## src/rtl/data_gen_stream.sv

```systemverilog
// data_gen_stream: stream test-data generator with a valid/ready output.
// Each accepted start produces a burst of burst_len beats (0 = run until
// stop) using one of four patterns: sequential, Galois LFSR, constant or
// alternating.
// Ports:
//   clk, reset            rising-edge clock, synchronous active-high reset
//   start, stop           begin a burst (IDLE only) / abort the running burst
//   mode, seed, stride    pattern select and parameters, latched on start
//   burst_len             beats per burst, 0 = continuous
//   data_out, out_valid,
//   out_last, out_ready   output stream handshake
//   busy, done            status: RUN/DONE, one-cycle end-of-burst pulse
//   beat_count            beats accepted since the last start
module data_gen_stream #(
    parameter int unsigned       DATA_W    = 8,
    parameter int unsigned       LEN_W     = 8,
    parameter logic [DATA_W-1:0] LFSR_POLY = DATA_W'(8'hB8)
) (
    input  logic              clk,
    input  logic              reset,
    input  logic              start,
    input  logic              stop,
    input  logic [1:0]        mode,
    input  logic [DATA_W-1:0] seed,
    input  logic [DATA_W-1:0] stride,
    input  logic [LEN_W-1:0]  burst_len,
    output logic [DATA_W-1:0] data_out,
    output logic              out_valid,
    input  logic              out_ready,
    output logic              out_last,
    output logic              busy,
    output logic              done,
    output logic [LEN_W-1:0]  beat_count
);

    localparam logic [1:0] MODE_SEQ  = 2'b00;
    localparam logic [1:0] MODE_LFSR = 2'b01;
    localparam logic [1:0] MODE_CONST = 2'b10;

    typedef enum logic [1:0] {
        S_IDLE = 2'b00,
        S_RUN  = 2'b01,
        S_DONE = 2'b10
    } state_e;

    state_e            state_q, state_d;
    logic [1:0]        mode_q, mode_d;
    logic [DATA_W-1:0] seed_q, seed_d;
    logic [DATA_W-1:0] stride_q, stride_d;
    logic [LEN_W-1:0]  len_q, len_d;
    logic [DATA_W-1:0] data_q, data_d;
    logic              valid_q, valid_d;
    logic              last_q, last_d;
    logic              busy_q, busy_d;
    logic              done_q, done_d;
    logic [LEN_W-1:0]  count_q, count_d;

    logic              xfer;
    logic [LEN_W-1:0]  count_inc;

    // Pattern step applied on every accepted beat.
    function automatic logic [DATA_W-1:0] next_value(
        input logic [1:0]        m,
        input logic [DATA_W-1:0] d,
        input logic [DATA_W-1:0] sd,
        input logic [DATA_W-1:0] st
    );
        logic [DATA_W-1:0] r;
        case (m)
            MODE_SEQ:   r = d + st;
            MODE_LFSR:  r = (d >> 1) ^ (d[0] ? LFSR_POLY : '0);
            MODE_CONST: r = d;
            default:    r = (d == sd) ? ~sd : sd;
        endcase
        return r;
    endfunction

    assign xfer      = valid_q && out_ready;
    assign count_inc = count_q + LEN_W'(1);

    // State and datapath registers.
    always_ff @(posedge clk) begin
        if (reset) begin
            state_q  <= S_IDLE;
            mode_q   <= '0;
            seed_q   <= '0;
            stride_q <= '0;
            len_q    <= '0;
            data_q   <= '0;
            valid_q  <= 1'b0;
            last_q   <= 1'b0;
            busy_q   <= 1'b0;
            done_q   <= 1'b0;
            count_q  <= '0;
        end else begin
            state_q  <= state_d;
            mode_q   <= mode_d;
            seed_q   <= seed_d;
            stride_q <= stride_d;
            len_q    <= len_d;
            data_q   <= data_d;
            valid_q  <= valid_d;
            last_q   <= last_d;
            busy_q   <= busy_d;
            done_q   <= done_d;
            count_q  <= count_d;
        end
    end

    // Next-state and next-output logic.
    always_comb begin
        state_d  = state_q;
        mode_d   = mode_q;
        seed_d   = seed_q;
        stride_d = stride_q;
        len_d    = len_q;
        data_d   = data_q;
        valid_d  = valid_q;
        last_d   = last_q;
        busy_d   = busy_q;
        done_d   = 1'b0;
        count_d  = count_q;

        case (state_q)
            S_IDLE: begin
                if (start) begin
                    state_d  = S_RUN;
                    mode_d   = mode;
                    seed_d   = seed;
                    stride_d = stride;
                    len_d    = burst_len;
                    count_d  = '0;
                    valid_d  = 1'b1;
                    busy_d   = 1'b1;
                    last_d   = (burst_len == LEN_W'(1));
                    // All-zero is the LFSR lock-up state, so substitute all-ones.
                    data_d   = (mode == MODE_LFSR && seed == '0) ? '1 : seed;
                end
            end
            S_RUN: begin
                if (xfer) begin
                    count_d = count_inc;
                    data_d  = next_value(mode_q, data_q, seed_q, stride_q);
                    last_d  = (len_q != '0) && (count_inc == len_q - LEN_W'(1));
                end
                // A beat transferred alongside stop still counts above.
                if ((xfer && last_q) || stop) begin
                    state_d = S_DONE;
                    valid_d = 1'b0;
                    last_d  = 1'b0;
                    done_d  = 1'b1;
                end
            end
            S_DONE: begin
                state_d = S_IDLE;
                busy_d  = 1'b0;
            end
            default: begin
                state_d = S_IDLE;
                valid_d = 1'b0;
                last_d  = 1'b0;
                busy_d  = 1'b0;
            end
        endcase
    end

    assign data_out   = data_q;
    assign out_valid  = valid_q;
    assign out_last   = last_q;
    assign busy       = busy_q;
    assign done       = done_q;
    assign beat_count = count_q;

endmodule

```

## config.mk

```make
export PLATFORM = sky130hd
export DESIGN_NAME = data_gen_stream
export DESIGN_NICKNAME = d
export VERILOG_FILES = /design/src/rtl/data_gen_stream.sv
export SDC_FILE = /design/constraint.sdc
export NUM_CORES = 1
export LEC_CHECK = 0
export ABC_CLOCK_PERIOD_IN_PS = 4070
export CAP_MARGIN = 40
export CORE_MARGIN = 3
export CORE_UTILIZATION = 40
export CTS_CLUSTER_SIZE = 20
export DETAILED_ROUTE_END_ITERATION = 10
export HOLD_SLACK_MARGIN = 0.06
export PLACE_DENSITY = 0.71
export SLEW_MARGIN = 20
export SYNTH_ARGS = -nofsm -noshare
export SYNTH_HDL_FRONTEND = slang
export SYNTH_SLANG_ARGS = --single-unit
export TNS_END_PERCENT = 10
```

## constraint.sdc

```tcl
create_clock -name clk -period 4.07 [get_ports clk]
set_input_delay 0.814 -clock clk [delete_from_list [all_inputs] [get_ports clk]]
set_output_delay 0.814 -clock clk [all_outputs]
set_load 0.01 [all_outputs]
```

==> metrics.txt <==
DP HPWL=5.43 mm; first-pass GRT wire length=12.9 mm; Die X=90.7 um; pwr dens=350 nW/um^2; status=finished clean; worst path buffer plus inverter count=1; critical path launch point type=input pin; CP required=4.30 ns; largest cells by area after synthesis=dfxtp_1, a21oi_1, nand2_1; Slew Limit Fails=0; Sink Count=48; die area=8230 sq um; die height=90.7 um; drc violations=0; CP Class=in2reg; root buf cell=clkbuf_8; Worst Hold Path Cells=2; post-synthesis sequential area ratio=33.4%; Placer Congestion=0.894; cell family with most CP delay=simple AND/OR/NAND/NOR gates; initial antenna violation count=0; crit-path most repeated cell=nor2_1; Longest Clk Path Bufs=2; H-tree levels=2; Register-to-Register Path Depth=6; insertion delay to the later sink of the worst-skew pair=0.30 ns; Final Skew=0.0104 ns; Top Ports=51; syn_nets=405; Setup crit end kind=flip-flop; layout cells sized above 1=4.94%; quantity of I/O buffers inserted on ports=50; Worst setup startpoint=out_ready; # rows=30; CP Cell Sequence=clkdlybuf4s50_1, nand4b_1, nor2_1, nor2_1, nor3_1, or3_1, a31oi_1; CTS buffer count=5; Hold Path Class=reg2reg; WHS Endpoint=stride_q[2]; Setup TNS Final=0 ns; Leakage=1.38 nW; synthesized area=2870 sq um; Post-synth top flop=dfxtp_1; peak supply drop=0.000150 V; minimum clock period=2.83 ns; Syn Inst Count=363; flop2flop setup slack=1.72 ns; RSZ-0062 raised after global routing=false; top cell type's share of synthesized area=33.4%; endpoints failing hold=0; Seq. cell area=961 sq um; gr usage total=18.8%; Final period util=69.6%; vias in the first global route=2659; Crit Path Max Fanout=13; routed len/inst=15.0 um; Clk pin slew, worst setup/hold paths=0.09 ns; cell taking the most area after synthesis=dfxtp_1; DRT antenna net count=0; DRT Pass-1 Iters=4; metal2 WL=3.45 mm; post-synth cell types=49; largest net degree at the start of global routing=50; Syn. warnings=0; r2r startpoint=state_q[1]; Slew HR=42.1%; initial core utilization=41.8%; fill cell count=651; routed length on met1=3.63 mm; non-filler instance count after layout=501; GRT overflow=0; uppermost routed layer=met4; post-synthesis register bit count=48; RR Endpoint=data_out[5]; max frequency=0.353 GHz; Async S/R FF share, synth=0%; CORE AREA=6870 sq um; # setup viols final=0; CTS resizes=0; Worst path slowest cell=nor2_1; hold buffers post-CTS=0; hold_sp=stride_q[2]; Post-synth EDFFs=0; 1st-iter DRT viols=286; Multi-input gate area=1830 sq um; Post-CTS Setup Bufs=0; Slew @ Worst Pin=0.865 ns; CP arrival=3.06 ns; Avg Inst Size Synth=7.91 sq um; met3 routed wirelength=337 um; dpl cells=494; Synth-to-Final Area Change=24.7%; via count=2697; Max-Cap Viols=0; vias per inst=5.38; Layout Nets=447; CTS tree=built; biggest cell delay along the critical path=0.67 ns; final WL=7.51 mm; Ant. Diodes=0
cells in the mapped netlist, types with 2 or more instances:
cell type,number
nor2_1,23
mux2i_1,3
a31oi_1,4
o21ai_0,13
inv_1,5
a21o_1,5
or3_1,7
and3_1,2
o21bai_1,3
nand3b_1,3
xnor2_1,25
xor2_1,16
clkbuf_1,14
o211ai_1,2
nand3_1,6
a22oi_1,2
buf_1,3
dfxtp_1,48
nand2b_1,3
nor2b_1,2
ha_1,10
nor4_1,8
a21oi_1,49
a211oi_1,9
nand4_1,4
nor3b_1,2
nor3_1,10
a31o_2,2
nand2_1,60
worst max path at each step:
stage / slack (ns) / endpoint / cells past startpoint
final: 1.24 / data_out[5] / 7
after global routing: 1.15 / data_out[5] / 7
after CTS: 1.30 / data_out[5] / 7
after detailed placement: 0.99 / data_out[5] / 7
after global placement: 1.07 / data_out[5] / 7
after floorplan: 1.87 / data_out[5] / 6
worst min-delay path, delay by kind of cell, from the launching register on:
family / cells / cell delay, ns
flops: 1 / 0.32
simple gates: 1 / 0.05
compound gates: 1 / 0.05
area by class of cell:
cell class	count	area share (%)
Timing Repair Buffer	53	14.6
Clock buffer	5	1.92
Inverter	5	0.524
Sequential cell	48	26.8
Tap cell	96	3.35
Clock inverter	2	1.68
Multi-Input combinational cell	292	51.1
state kept, by name, summed over array words and instances (netlist names):
name,count
beat_count,8
busy,1
out_valid,1
seed_q,8
state_q,2
done,1
mode_q,2
data_out,8
stride_q,8
out_last,1
len_q,8
kinds of logic (layout without fill, tap and decap cells):
| logic type | count (synthesis) | after routing | share of synthesized area, % |
|---|---|---|---|
| AOI/OAI and AO/OA | 97 | 97 | 20.5 |
| xor gates and xnor gates | 42 | 42 | 13.3 |
| adders and majority gates | 11 | 11 | 5.05 |
| buffers and inverters | 23 | 65 | 3.05 |
| DFF | 48 | 48 | 33.4 |
| muxes | 3 | 3 | 1.05 |
| and+or+nand+nor | 139 | 139 | 23.6 |
cell usage in the layout (no fill, tap or decap), drive strengths merged, types with 10 or more instances in the layout:
cell type | netlist | routed
clkdlybuf4s50 | 0 | 50
ha | 10 | 10
nor3 | 10 | 10
nand2 | 60 | 60
dfxtp | 48 | 48
xnor2 | 25 | 25
nor2 | 24 | 24
o21ai | 13 | 13
a21oi | 49 | 49
xor2 | 16 | 16
per-stage QoR:
stage               total power, mW  setup slack, ns  instance area (sq um)  hold slack [ns]  utilization [%]
floorplan                     0.754             1.87                   2870            0.440                -
global placement              0.856             1.07                   3450            0.449             50.3
detailed placement            0.860            0.993                   3450            0.453             50.3
CTS                            1.26             1.30                   3580            0.466             52.1
global route                   1.32             1.15                   3580            0.495             52.1
finish                         1.25             1.24                   3580            0.465             52.1
power breakdown:
group | internal [mW] | leakage, nW | switching, mW
clock network | 0.242 | 0.0642 | 0.160
registers | 0.498 | 0.393 | 0.0448
logic | 0.155 | 0.918 | 0.154
layer usage:
layer	track usage, %	up-vias
met5	0	-
met4	4.34	0
met3	4.00	11
met2	31.0	53
met1	25.0	1261
li1	-	1372
(Power assumes the default switching activity.)
